### src/rtl/dma_axi_wr_engine_pkg.sv
// Shared types and AXI constants for the DMA write-side drain engine.
package dma_pkg;

  typedef enum logic [2:0] {
    IDLE,
    CALC,
    AW,
    W,
    B,
    DONE
  } wr_state_t;

  localparam logic [1:0] AXI_BURST_INCR = 2'b01;
  localparam logic [1:0] AXI_RESP_OKAY  = 2'b00;
  localparam int unsigned AXI_4K_BYTES  = 4096;

  // AXI AxSIZE encoding for a full-width beat of the given data width.
  function automatic logic [2:0] axi_size_for(input int unsigned dwidth);
    return 3'($clog2(dwidth / 8));
  endfunction

endpackage

### src/rtl/dma_axi_wr_engine_if.sv
// AXI4 write-channel bundle (AW, W, B) between the DMA write engine and memory.
interface dma_axi_wr_engine_if #(
  parameter int AWIDTH = 32,
  parameter int DWIDTH = 32
);

  logic [AWIDTH-1:0]   awaddr;
  logic [7:0]          awlen;
  logic [2:0]          awsize;
  logic [1:0]          awburst;
  logic                awvalid;
  logic                awready;
  logic [DWIDTH-1:0]   wdata;
  logic [DWIDTH/8-1:0] wstrb;
  logic                wlast;
  logic                wvalid;
  logic                wready;
  logic [1:0]          bresp;
  logic                bvalid;
  logic                bready;

  modport master (
    output awaddr, awlen, awsize, awburst, awvalid,
    output wdata, wstrb, wlast, wvalid,
    output bready,
    input  awready, wready, bresp, bvalid
  );

  modport slave (
    input  awaddr, awlen, awsize, awburst, awvalid,
    input  wdata, wstrb, wlast, wvalid,
    input  bready,
    output awready, wready, bresp, bvalid
  );

endinterface

### src/rtl/dma_axi_wr_engine_burst_calc.sv
// Combinational burst sizing: smallest of words left, MAX_BURST and the
// words remaining before the next 4 KB boundary.
module dma_burst_calc
  import dma_pkg::*;
#(
  parameter int LWIDTH    = 16,
  parameter int DWIDTH    = 32,
  parameter int MAX_BURST = 16
) (
  input  logic [11:0]       addr_offset,
  input  logic [LWIDTH-1:0] remaining,
  output logic [8:0]        beats,
  output logic [7:0]        awlen
);

  localparam int unsigned BYTE_SHIFT = $clog2(DWIDTH / 8);

  logic [31:0] to_boundary;
  logic [31:0] limit;

  // An aligned address always leaves at least one word before the boundary.
  always_comb begin
    to_boundary = (32'(AXI_4K_BYTES) - {20'd0, addr_offset}) >> BYTE_SHIFT;
    limit       = 32'(MAX_BURST);
    if (to_boundary < limit) limit = to_boundary;
    if (32'(remaining) < limit) limit = 32'(remaining);
    beats = 9'(limit);
    awlen = 8'(limit - 32'd1);
  end

endmodule

### src/rtl/dma_axi_wr_engine.sv
// DMA write drain: pops FIFO words and writes them as AXI4 INCR bursts,
// one burst outstanding at a time (AW, then W, then B).
module dma_axi_wr_engine
  import dma_pkg::*;
#(
  parameter int DWIDTH     = 32,
  parameter int AWIDTH     = 32,
  parameter int LWIDTH     = 16,
  parameter int CWIDTH     = 33,
  parameter int FIFO_WORDS = 32,
  parameter int MAX_BURST  = 16
) (
  input  logic              clk,
  input  logic              rst,
  input  logic              start,
  input  logic [AWIDTH-1:0] dst_addr,
  input  logic [LWIDTH-1:0] len_words,
  output logic              busy,
  output logic              done,
  output logic              error,
  input  logic [DWIDTH-1:0] fifo_data,
  input  logic              fifo_empty,
  input  logic [CWIDTH-1:0] fifo_depth_left,
  output logic              fifo_pull,
  dma_axi_wr_engine_if.master axi
);

  localparam int unsigned BYTE_SHIFT = $clog2(DWIDTH / 8);
  localparam logic [2:0]  AXI_SIZE   = axi_size_for(DWIDTH);

  wr_state_t         state, state_next;
  logic [AWIDTH-1:0] cur_addr;
  logic [LWIDTH-1:0] remaining;
  logic [LWIDTH-1:0] remaining_upd;
  logic [8:0]        beats_q;
  logic [7:0]        awlen_q;
  logic [7:0]        beat_cnt;
  logic              error_q;
  logic [8:0]        calc_beats;
  logic [7:0]        calc_awlen;
  logic              fifo_ready;
  logic              w_hs;
  logic              b_err;

  dma_burst_calc #(
    .LWIDTH    (LWIDTH),
    .DWIDTH    (DWIDTH),
    .MAX_BURST (MAX_BURST)
  ) u_burst_calc (
    .addr_offset (cur_addr[11:0]),
    .remaining   (remaining),
    .beats       (calc_beats),
    .awlen       (calc_awlen)
  );

  // The whole burst must already sit in the FIFO so W never waits on data.
  assign fifo_ready    = (CWIDTH'(FIFO_WORDS) - fifo_depth_left) >= CWIDTH'(calc_beats);
  assign w_hs          = axi.wvalid & axi.wready;
  assign b_err         = axi.bresp != AXI_RESP_OKAY;
  assign remaining_upd = remaining - LWIDTH'(beats_q);

  assign busy        = (state == CALC) || (state == AW) || (state == W) || (state == B);
  assign done        = state == DONE;
  assign error       = error_q;
  assign axi.awvalid = state == AW;
  assign axi.awaddr  = cur_addr;
  assign axi.awlen   = awlen_q;
  assign axi.awsize  = AXI_SIZE;
  assign axi.awburst = AXI_BURST_INCR;
  assign axi.wdata   = fifo_data;
  assign axi.wstrb   = '1;
  assign axi.wvalid  = (state == W) && !fifo_empty;
  assign axi.wlast   = (state == W) && (beat_cnt == awlen_q);
  assign axi.bready  = state == B;
  assign fifo_pull   = w_hs;

  always_ff @(posedge clk or posedge rst) begin
    if (rst) state <= IDLE;
    else     state <= state_next;
  end

  always_comb begin
    state_next = state;
    case (state)
      IDLE: if (start) state_next = (len_words == '0) ? DONE : CALC;
      CALC: if (fifo_ready) state_next = AW;
      AW:   if (axi.awready) state_next = W;
      W:    if (w_hs && axi.wlast) state_next = B;
      B: begin
        if (axi.bvalid) begin
          if ((remaining_upd == '0) || b_err || error_q) state_next = DONE;
          else                                           state_next = CALC;
        end
      end
      DONE:    state_next = IDLE;
      default: state_next = IDLE;
    endcase
  end

  // Burst geometry is frozen on leaving CALC; address/count advance only on B.
  always_ff @(posedge clk or posedge rst) begin
    if (rst) begin
      cur_addr  <= '0;
      remaining <= '0;
      beats_q   <= '0;
      awlen_q   <= '0;
      beat_cnt  <= '0;
      error_q   <= 1'b0;
    end else begin
      case (state)
        IDLE: begin
          if (start) begin
            cur_addr  <= dst_addr;
            remaining <= len_words;
            error_q   <= 1'b0;
          end
        end
        CALC: begin
          if (fifo_ready) begin
            beats_q  <= calc_beats;
            awlen_q  <= calc_awlen;
            beat_cnt <= '0;
          end
        end
        W: if (w_hs) beat_cnt <= beat_cnt + 8'd1;
        B: begin
          if (axi.bvalid) begin
            if (b_err) error_q <= 1'b1;
            cur_addr  <= cur_addr + (AWIDTH'(beats_q) << BYTE_SHIFT);
            remaining <= remaining_upd;
          end
        end
        default: ;
      endcase
    end
  end

endmodule

### src/flat_wrapper.sv
// flat-port wrapper written by rule: the top's interface ports become plain ports
module dma_axi_wr_engine_flat import dma_pkg::*;
#(
  parameter int DWIDTH     = 32,
  parameter int AWIDTH     = 32,
  parameter int LWIDTH     = 16,
  parameter int CWIDTH     = 33,
  parameter int FIFO_WORDS = 32,
  parameter int MAX_BURST  = 16
)
  (clk, rst, start, dst_addr, len_words, busy, done, error, fifo_data, fifo_empty, fifo_depth_left, fifo_pull, axi_awaddr, axi_awlen, axi_awsize, axi_awburst, axi_awvalid, axi_wdata, axi_wstrb, axi_wlast, axi_wvalid, axi_bready, axi_awready, axi_wready, axi_bresp, axi_bvalid);
  dma_axi_wr_engine_if #(.AWIDTH(AWIDTH), .DWIDTH(DWIDTH)) axi_i ();
  input  logic clk;
  input  logic rst;
  input  logic start;
  input  logic [AWIDTH-1:0] dst_addr;
  input  logic [LWIDTH-1:0] len_words;
  output logic busy;
  output logic done;
  output logic error;
  input  logic [DWIDTH-1:0] fifo_data;
  input  logic fifo_empty;
  input  logic [CWIDTH-1:0] fifo_depth_left;
  output logic fifo_pull;
  output wire logic [$bits(axi_i.awaddr)-1:0] axi_awaddr;
  output wire logic [$bits(axi_i.awlen)-1:0] axi_awlen;
  output wire logic [$bits(axi_i.awsize)-1:0] axi_awsize;
  output wire logic [$bits(axi_i.awburst)-1:0] axi_awburst;
  output wire logic [$bits(axi_i.awvalid)-1:0] axi_awvalid;
  output wire logic [$bits(axi_i.wdata)-1:0] axi_wdata;
  output wire logic [$bits(axi_i.wstrb)-1:0] axi_wstrb;
  output wire logic [$bits(axi_i.wlast)-1:0] axi_wlast;
  output wire logic [$bits(axi_i.wvalid)-1:0] axi_wvalid;
  output wire logic [$bits(axi_i.bready)-1:0] axi_bready;
  input wire logic [$bits(axi_i.awready)-1:0] axi_awready;
  input wire logic [$bits(axi_i.wready)-1:0] axi_wready;
  input wire logic [$bits(axi_i.bresp)-1:0] axi_bresp;
  input wire logic [$bits(axi_i.bvalid)-1:0] axi_bvalid;
  assign axi_awaddr = axi_i.awaddr;
  assign axi_awlen = axi_i.awlen;
  assign axi_awsize = axi_i.awsize;
  assign axi_awburst = axi_i.awburst;
  assign axi_awvalid = axi_i.awvalid;
  assign axi_wdata = axi_i.wdata;
  assign axi_wstrb = axi_i.wstrb;
  assign axi_wlast = axi_i.wlast;
  assign axi_wvalid = axi_i.wvalid;
  assign axi_bready = axi_i.bready;
  assign axi_i.awready = axi_awready;
  assign axi_i.wready = axi_wready;
  assign axi_i.bresp = axi_bresp;
  assign axi_i.bvalid = axi_bvalid;
  dma_axi_wr_engine #(.DWIDTH(DWIDTH), .AWIDTH(AWIDTH), .LWIDTH(LWIDTH), .CWIDTH(CWIDTH), .FIFO_WORDS(FIFO_WORDS), .MAX_BURST(MAX_BURST)) u_core (.clk(clk), .rst(rst), .start(start), .dst_addr(dst_addr), .len_words(len_words), .busy(busy), .done(done), .error(error), .fifo_data(fifo_data), .fifo_empty(fifo_empty), .fifo_depth_left(fifo_depth_left), .fifo_pull(fifo_pull), .axi(axi_i));
endmodule
### config.mk
export PLATFORM = sky130hd
export DESIGN_NAME = dma_axi_wr_engine_flat
export DESIGN_NICKNAME = d
export VERILOG_FILES = /design/src/rtl/dma_axi_wr_engine_pkg.sv /design/src/rtl/dma_axi_wr_engine_if.sv /design/src/rtl/dma_axi_wr_engine_burst_calc.sv /design/src/rtl/dma_axi_wr_engine.sv /design/src/flat_wrapper.sv
export SDC_FILE = /design/constraint.sdc
export NUM_CORES = 1
export LEC_CHECK = 0
export BUFFER_PORTS_ARGS = -buffer_cell sky130_fd_sc_hd__buf_2
export CELL_PAD_IN_SITES_DETAIL_PLACEMENT = 0
export CELL_PAD_IN_SITES_GLOBAL_PLACEMENT = 1
export CORE_UTILIZATION = 41
export DETAILED_ROUTE_END_ITERATION = 6
export PLACE_DENSITY = 0.94
export REMOVE_ABC_BUFFERS = 1
export SETUP_SLACK_MARGIN = 0.3
export SLEW_MARGIN = 20
export SYNTH_ARGS = -nofsm -noshare
export SYNTH_HDL_FRONTEND = slang
export SYNTH_SLANG_ARGS = --single-unit
### constraint.sdc
create_clock -name clk -period 11.25 [get_ports clk]
set_input_delay 1.6875 -clock clk [delete_from_list [all_inputs] [get_ports clk]]
set_output_delay 1.6875 -clock clk [all_outputs]
set_load 0.03 [all_outputs]
**After elaboration in Yosys (flattened, before gate mapping)**

Index checks and enable logic that the tools add are counted.

- Flip-flop bits (word level): 77
- Latch bits: 0
- Bits in writable memories: 0
- Memory bits (read-only): 0
- Bits of input ports: 122
- Memories: 0

- $add $sub $neg: 6
- Multiply operators: 0
- Div/mod/pow operators: 0
- Order comparisons: 3
- Equality and inequality tests: 13
- Shift operators: 0
- Muxes and demuxes: 23
- Bitwise operators: 1
- Reduce and logical (&&, ||, !) cells: 20

Operator list:

| kind | number |
|---|---|
| 32-bit 2-to-1 mux | 2 |
| 32-bit one-hot mux with 2 select lines | 1 |
| 33-bit by 9-bit greater-or-equal comparator with 1-bit output | 1 |
| 6-bit by 33-bit subtractor with 33-bit output (first input constant) | 1 |
| 32-bit by 11-bit adder with 32-bit output | 1 |
| 16-bit logical NOT | 2 |
| 16-bit 2-to-1 mux | 2 |
| 16-bit one-hot mux with 2 select lines | 1 |
| 16-bit by 30-bit less-than comparator with 1-bit output | 1 |
| 30-bit by 5-bit less-than comparator with 1-bit output (second input constant) | 1 |
| 30-bit 2-to-1 mux | 1 |
| 3-bit 2-to-1 mux | 7 |
| 8-bit 2-to-1 mux | 2 |
| 8-bit one-hot mux with 2 select lines | 1 |
| 16-bit by 9-bit subtractor with 16-bit output | 1 |
| 3-bit one-hot mux with 5 select lines | 1 |
| 13-bit by 12-bit subtractor with 14-bit output (first input constant) | 1 |
| 2-bit by 1-bit inequality test with 1-bit output (second input constant) | 5 |
| 9-bit 2-to-1 mux | 1 |
| 8-bit by 1-bit adder with 8-bit output (second input constant) | 1 |
| 8-bit equality test | 1 |
| 8-bit by 1-bit subtractor with 8-bit output (second input constant) | 1 |
| 3-bit by 2-bit equality test with 1-bit output (second input constant) | 2 |
| 3-bit equality test (second input constant) | 2 |
| 14 further kinds | 26 |

**Depth between registers and ports, before layout**

Gate-level depths: netlist of the first run.

- Word-level depth: 8
- Depth in mapped cells: 24
- Depth with buffers taken out: 21

**Cells and area by module**

From an unflattened synthesis of the first run, not the netlist that was laid out.

- Cell total of the unflattened synthesis: 841
- Area, all modules: 6,929.1 um2

Modules (own cells, without submodules):

| module | times used | cells an instance | area each (um2) | sequential area each (um2) |
|---|---|---|---|---|
| dma_axi_wr_engine | 1 | 744 | 6,227.2 | 1,926.8 |
| dma_burst_calc | 1 | 97 | 701.9 | 0.0 |

**Worst setup path before layout of the first run**

OpenSTA, ideal clock, no wires.

- Kind: reg2reg
- From: register u_core.cur_addr[2], in the netlist u_core.axi.awaddr[2]
- To: register u_core.awlen_q[0], in the netlist u_core.axi.awlen[0]
- Library setup time: 0.125 ns
- Data arrival time: 5.561 ns
- Required time: 11.125 ns
- Setup slack: 5.564 ns
- Cell stages (with the launch flop): 23
- Clock period less this slack: 5.686 ns
- Cell sequence: dfrtp_1 or4_1 or2_2 o21ai_0 inv_1 ha_1 and4_1 a221o_1 a21o_1 a41oi_2 clkbuf_1 nor2_1 a21oi_1 ha_1 nand3b_1 a21oi_1 o311ai_0 o211ai_1 nor4_1 and4_1 a21bo_1 buf_6 mux2_2

- Word-level cells in the longest chain between the ends: 7
- Elaborated cells on any way between the ends: 8

RTL lines:

| item | line | RTL |
|---|---|---|
| start: declaration | dma_axi_wr_engine.sv:32 | `logic [AWIDTH-1:0] cur_addr;` |
| start signal: assignment | dma_axi_wr_engine.sv:113 | `cur_addr <= dst_addr;` |
| start signal: assignment | dma_axi_wr_engine.sv:129 | `cur_addr <= cur_addr + (AWIDTH'(beats_q) << BYTE_SHIFT);` |
| 13-bit by 12-bit subtractor with 14-bit output (*) | dma_axi_wr_engine_burst_calc.sv:23 | `to_boundary = (32'(AXI_4K_BYTES) - {20'd0, addr_offset}) >> BYTE_SHIFT;` |
| 30-bit by 5-bit less-than comparator with 1-bit output | dma_axi_wr_engine_burst_calc.sv:25 | `if (to_boundary < limit) limit = to_boundary;` |
| 30-bit 2-to-1 mux (*) | dma_axi_wr_engine_burst_calc.sv:25 |  |
| 16-bit by 30-bit less-than comparator with 1-bit output | dma_axi_wr_engine_burst_calc.sv:26 | `if (32'(remaining) < limit) limit = 32'(remaining);` |
| 9-bit 2-to-1 mux (*) | dma_axi_wr_engine_burst_calc.sv:26 |  |
| 33-bit by 9-bit greater-or-equal comparator with 1-bit output | dma_axi_wr_engine.sv:57 | `assign fifo_ready = (CWIDTH'(FIFO_WORDS) - fifo_depth_left) >= CWIDTH'(calc_beats);` |
| 2-bit AND reduction (no line) | -- |  |
| end signal: assignment | dma_axi_wr_engine.sv:121 | `awlen_q <= calc_awlen;` |
| end: declaration | dma_axi_wr_engine.sv:36 | `logic [7:0] awlen_q;` |

Every way passes the cells marked *; elsewhere a longest branch is shown, timed or not.
A chain may end at the register's enable or synchronous reset.

**Worst setup path after layout of the first run**

Ends and elaborated chain as after synthesis.

==> impl_metrics.tcl, run 1 <==
set metrics [dict create \
    outcome "finished clean" \
    die_y_um 130 \
    yosysSeqAreaShare_pct 28.8 \
    hold_depth 2 \
    gp_congestion 0.929 \
    maxSlewHeadroom_pct 39.2 \
    cts_resized 0 \
    drt_iter0_markers 438 \
    path_class "flip-flop to flip-flop" \
    p_seq_share_pct 29.8 \
    syn_avg_cell_area_um2 8.23 \
    setup-tns-final_ns 0 \
    vdd_drop_max_mv 0.0986 \
    cp-start-kind "flip-flop" \
    grt_start_max_net_pins 78 \
    cts_made_buffers 9 \
    synth-edff-count 0 \
    clkTransAtPathRegs_ns 0.06 \
    multi_input_comb_area_um2 4240 \
    grt.total_usage_pct 24.1 \
    wl_per_cell_um 18.0 \
    setup_viol 0 \
    clock_sinks 77 \
    whs_ns 0.525 \
    cp.arrival_ns 7.26 \
    reg2reg_depth 19 \
    vias 6561 \
    io_buffers 137 \
    nets 1068 \
    antenna_found_initial 0 \
    ys.flop_type "dfrtp_1" \
    combPwrFrac_pct 51.0 \
    hold_violations 0 \
    pre_cts_slack_ns 4.39 \
    htreeDepth 3 \
    ctsHoldBuffers 0 \
    async_flop_share_pct 100 \
    drive_gt1_share_pct 19.3 \
    worst_pin_slew_ns 0.912 \
    insertion_delay_ns 0.35 \
    power.density_nw_per_um2 230 \
    hold_start "u_core.remaining[14]$_DFFE_PP0P_" \
    yosys_warnings 0 \
    grt_pass1_vias 5893 \
    finalCritPeriodShare_pct 62.5 \
    switching_share_pct 47.0 \
    switchingPower_mw 0.826 \
    root_buffer "clkbuf_16" \
    ys_types 74 \
    min_to "u_core.remaining[14]$_DFFE_PP0P_" \
    leakagePower_nw 3.38 \
    clock-skew-final_ns 0.0107 \
    finalPower_mw 1.76 \
    internal_power_mw 0.930 \
    diodes 0 \
    regToRegStartpoint "u_core.axi.awaddr[2]$_DFFE_PP0P_" \
    fin_util_pct 48.0 \
    ys_ff_latch 77 \
    cts_tree "built" \
    core_um2 15900 \
    slew_violations 0 \
    postRouteAntennaNets 0 \
    maxCapViolCount 0 \
    timing.rr.end "u_core.axi.awlen[0]$_DFFE_PP0P_" \
    syn2layout_area_growth_pct 14.1 \
    final_common_cell "buf_2" \
    end_kind "flip-flop" \
    finalWorstPathRequiredPeriod_ns 7.03 \
    rsz0062_at_grt "false" \
    grt_first_pass_wirelength_um 31100 \
    hp-class "flip-flop to flip-flop" \
    pin_count 211 \
    finalWirelength_um 20300 \
    finalWorstSetupSlack_ns 4.22 \
    firstDrtPassIters 5 \
    crit_fanout 18 \
    clockPowerShare_pct 19.2 \
    drc_errors 0 \
    clockBufferDepth 2 \
    n_fill_cell 1579 \
    design.die.area_um2 16800 \
    regToRegSetupSlack_ns 4.22 \
    initial_core_util_pct 42.1 \
    post_cts_buffers 0 \
    die_w_um 130 \
    grt.overflow.total 0 \
    rows 46 \
    dp_hpwl_um 15400 \
    fmax_ghz 0.142 \
    via_per_inst 5.83 \
    synth_cells 812 \
    yosys.area.top_type "dfrtp_1" \
    layout_common_cells "137 x buf_2, 77 x dfrtp_1, 75 x nor2_1" \
    ff_latch_area_um2 1930 \
    synth_area_leaders "dfrtp_1 29%, ha_1 7.3%, buf_4 4.6%" \
    cp_data_required_time_ns 11.47 \
    yosysTopAreaCellShare_pct 28.8 \
    synthesis.area_um2 6690 \
]
cell type report:
type                    instances  share of cell area [%]
inverters                      31                    1.53
well taps                     216                    3.54
multi-input cells             643                    55.6
repair buffers                143                    9.63
clock inverters                 6                    1.46
clock buffers                  10                    3.00
flip-flops and latches         77                    25.3
synthesized netlist by cell type, types with 7 or more instances:
library cell,instances
o211ai_1,14
a21o_1,10
ha_1,39
nor3_1,20
nor2_1,75
o21ai_0,37
and4_1,7
xnor2_1,19
clkbuf_1,26
a21oi_1,57
dfrtp_1,77
buf_4,41
a311oi_1,7
a211oi_1,22
nand2_1,72
or3_1,23
mux2_2,7
o22ai_1,11
or4_1,7
inv_1,31
mux2i_1,18
nand4_1,14
nand3_1,18
xor2_1,21
a31oi_1,13
and3_1,13
nor4_1,16
cell families (layout without fill, tap and decap cells):
logic type	count (synthesis)	in the layout	synth area share (%)
AOI/OAI and AO/OA	222	222	22.3
xor gates and xnor gates	40	40	5.24
adders and majority gates	41	41	7.90
buffers and inverters	104	190	8.46
DFF	77	77	28.8
muxes	30	30	4.72
other	2	14	0.112
and+or+nand+nor	296	296	22.5
routing by layer:
metal	vias to the layer above	global-route usage, %	share of wire [%]	wire length [µm]
met5	-	2.65	0.24	48
met4	2	7.87	2.4	483
met3	34	7.09	7.7	1570
met2	243	37.1	44	8990
met1	3125	32.2	45	9230
li1	3157	-	-	-
metrics by stage:
stage	instances	cell area [µm²]
after floorplan	751	6280
after global placement	1110	7280
after detailed placement	1110	7280
after CTS	1126	7620
after global routing	1126	7630
final	1126	7630
state kept, by name, summed over array words and instances, names as in the netlist:
| signal | count |
|---|---|
| u_core.axi.awaddr | 32 |
| u_core.beats_q | 9 |
| u_core.axi.awlen | 8 |
| u_core.state | 3 |
| u_core.error | 1 |
| u_core.remaining | 16 |
| u_core.beat_cnt | 8 |
worst max path at each step:
| stage | from | endpoint |
|---|---|---|
| after floorplan | u_core.axi.awaddr[2]$_DFFE_PP0P_ | u_core.axi.awlen[0]$_DFFE_PP0P_ |
| after global placement | u_core.axi.awaddr[2]$_DFFE_PP0P_ | u_core.axi.awlen[2]$_DFFE_PP0P_ |
| after detailed placement | u_core.axi.awaddr[2]$_DFFE_PP0P_ | u_core.axi.awlen[0]$_DFFE_PP0P_ |
| after CTS | u_core.axi.awaddr[2]$_DFFE_PP0P_ | u_core.axi.awlen[0]$_DFFE_PP0P_ |
| after global routing | u_core.axi.awaddr[2]$_DFFE_PP0P_ | u_core.axi.awlen[0]$_DFFE_PP0P_ |
| final | u_core.axi.awaddr[2]$_DFFE_PP0P_ | u_core.axi.awlen[0]$_DFFE_PP0P_ |
power by group through the flow:
stage	Clock, mW	Sequential, mW	Combinational [mW]
floorplan	0	0.612	0.531
global placement	0	0.522	0.877
detailed placement	0	0.525	0.883
CTS	0.341	0.521	0.891
global route	0.351	0.540	0.989
finish	0.338	0.523	0.895
worst max-delay path: stages (launching register included):
cell,delay [ns]
dfrtp_1,0.44
or4_1,0.59
or2_2,0.33
o21ai_0,0.40
a21o_1,0.18
ha_1,0.25
and4_1,0.22
a221o_1,0.36
a21o_1,0.22
a41oi_2,0.74
mux2i_1,0.43
ha_1,0.32
a211oi_1,0.30
nor2_1,0.08
o311ai_0,0.35
o211ai_1,0.14
nor4_1,0.18
and4_1,0.27
a21bo_1,0.67
mux2_2,0.41
(Power assumes the default switching activity.)
==> run 2: changes to the inputs <==
Settings changed: ABC_AREA set to 1, CORE_UTILIZATION 41 to 37, PLACE_DENSITY 0.94 to 0.89.
Clock period 11.25 ns to 7.1 ns, I/O delays scaled along.
==> impl_metrics.tcl, run 2 <==
set metrics [dict create \
    maxSlewHeadroom_pct 44.3 \
    post_cts_buffers 0 \
    initial_core_util_pct 37.9 \
    end_kind "flip-flop" \
    syn2layout_area_growth_pct 13.3 \
    leakagePower_nw 4.02 \
    final_common_cell "nand2_1" \
    drc_errors 0 \
    grt_first_pass_wirelength_um 33500 \
    synthesis.area_um2 7120 \
    clock-skew-final_ns 0.0119 \
    path_class "flip-flop to flip-flop" \
    grt.total_usage_pct 21.3 \
    postRouteAntennaNets 0 \
    nets 1325 \
    p_seq_share_pct 27.4 \
    dp_hpwl_um 16000 \
    finalWirelength_um 20800 \
    yosys-top-cells-count "255 x nand2_1, 124 x nor2_1, 119 x inv_1, 83 x o21ai_0, 77 x dfrtp_1" \
    drive_gt1_share_pct 16.7 \
    core_um2 18800 \
    cp.arrival_ns 5.70 \
    max_stage_delay_ns 0.43 \
    insertion_delay_ns 0.35 \
    grt_start_max_net_pins 78 \
    cp_data_required_time_ns 7.37 \
    placed_area_um2 7750 \
    cp-start-kind "flip-flop" \
    io_buffers 137 \
    largest_register_ffs 32 \
    final_cells 1400 \
    die_w_um 141 \
    yosys.area.top_type "dfrtp_1" \
    yosysSeqAreaShare_pct 27.1 \
    layout_common_cells "254 x nand2_1, 137 x buf_2, 123 x nor2_1" \
    grt.overflow.total 0 \
    wl_per_cell_um 14.8 \
    switching_share_pct 51.2 \
    synth_area_leaders "dfrtp_1 27%, nand2_1 13%, ha_1 6.9%" \
    syn_avg_cell_area_um2 6.70 \
    outcome "finished clean" \
    vdd_drop_max_mv 0.146 \
    synth-edff-count 0 \
    placed_cells 1385 \
    ys_types 50 \
    ys_ff_latch 77 \
    root_buffer "clkbuf_16" \
    clockPowerShare_pct 15.7 \
    rows 50 \
    worst_pin_slew_ns 0.835 \
    pin_count 211 \
    synth_most_common_cell "nand2_1" \
    clockBufferDepth 2 \
    cts_made_buffers 9 \
    hold_violations 0 \
    yosys_warnings 0 \
    yosysTopAreaCellShare_pct 27.1 \
    via_per_inst 5.08 \
    stdcell_area_um2 8070 \
    combPwrFrac_pct 56.8 \
    design.die.area_um2 19800 \
    rsz0062_at_grt "false" \
    gp_congestion 0.909 \
    cp_slowest_cell "nand2_1" \
    antenna_found_initial 0 \
    internal_power_mw 1.55 \
    finalCritPeriodShare_pct 76.5 \
    diodes 0 \
    grt_pass1_vias 6590 \
    ctsHoldBuffers 0 \
    clock_sinks 77 \
    htreeDepth 3 \
    synth_cells 1063 \
    crit_fanout 30 \
    die_y_um 141 \
    cts_resized 0 \
    vias 7110 \
    cts_tree "built" \
    firstDrtPassIters 6 \
    async_flop_share_pct 100 \
    ys.flop_type "dfrtp_1" \
    hp-class "flip-flop to flip-flop" \
    maxCapViolCount 0 \
    setup_viol 0 \
    path_common_cell "nand2_1" \
    fmax_ghz 0.184 \
    drt_iter0_markers 346 \
    finalWorstPathRequiredPeriod_ns 5.43 \
    switchingPower_mw 1.62 \
    finalPower_mw 3.17 \
    setup-tns-final_ns 0 \
    clkTransAtPathRegs_ns 0.06 \
    power.density_nw_per_um2 393 \
    slew_violations 0 \
]
run 2: cell count changes after synthesis, sizes merged, moves of 12 or more:
cell / before / now
nand2: 72 / 262
inv: 31 / 121
mux2i: 18 / 0
nand3: 18 / 55
xor2: 21 / 35
or3: 24 / 0
nor2: 75 / 132
a211oi: 22 / 2
a21oi: 57 / 40
o21ai: 38 / 95
and3: 13 / 1
run 2: final cells by class:
class                   instances  area (µm²)
fillers                      1980       10700
multi-input cells             810        4350
flip-flops and latches         77        1930
repair buffers                142         727
inverters                     122         459
well taps                     234         293
clock buffers                   9         225
clock inverters                 6        87.6
run 2: logic make-up after synthesis:
| logic type | count (synthesis) | share of synthesized area [%] |
|---|---|---|
| flops | 77 | 27.1 |
| other cells | 2 | 0.105 |
| buf+inv | 188 | 12.6 |
| compound gates | 188 | 15.2 |
| simple gates | 513 | 30.9 |
| mux | 2 | 0.316 |
| xor+xnor | 52 | 6.40 |
| fa+ha+maj | 41 | 7.42 |
run 2: path summary, 6_finish.rpt:
kind                                                   from                          endpoint  slack (ns)  cells after the start
max in group asynchronous                               rst     u_core.beats_q[4]$_DFFE_PP0P_        5.69                      3
max reg2reg                u_core.axi.awaddr[1]$_DFFE_PP0P_    u_core.beat_cnt[2]$_DFFE_PP0P_        1.67                     32
max                        u_core.axi.awaddr[1]$_DFFE_PP0P_    u_core.beat_cnt[2]$_DFFE_PP0P_        1.67                     32
min reg2reg                 u_core.axi.awlen[5]$_DFFE_PP0P_   u_core.axi.awlen[5]$_DFFE_PP0P_        0.52                      2
min in group asynchronous                               rst  u_core.remaining[12]$_DFFE_PP0P_        0.91                      3
min                         u_core.axi.awlen[5]$_DFFE_PP0P_   u_core.axi.awlen[5]$_DFFE_PP0P_        0.52                      2
run 2: power groups by stage:
stage	logic (mW)	registers, mW	clock network (mW)
2_1_floorplan	1.14	1.01	0
3_3_place_gp	1.78	0.870	0
3_5_place_dp	1.79	0.874	0
4_1_cts	1.81	0.867	0.506
5_1_grt	2.03	0.901	0.523
6_report	1.80	0.870	0.499
run 2: stage by stage:
stage	worst slack, ns	hold WS, ns	util, %
CTS	1.77	0.520	43.0
global placement	1.95	0.492	41.3
detailed placement	1.80	0.505	41.3
finish	1.67	0.515	43.0
global route	1.09	0.568	43.0
floorplan	1.12	0.478	-
run 2: worst max-delay path, delay by kind of cell, from the launching register on:
| family | cells | cell delay (ns) |
|---|---|---|
| simple gates | 21 | 3.03 |
| compound gates | 8 | 1.15 |
| fa+ha+maj | 2 | 0.62 |
| flops | 1 | 0.40 |
| buf+inv | 1 | 0.14 |
run 2: metal layers:
layer	vias up	part of all wire (%)	global-route usage (%)
met3	30	6.9	5.71
met5	-	0	2.01
met2	231	45	35.1
li1	3644	-	-
met4	0	2.3	7.09
met1	3205	46	26.8
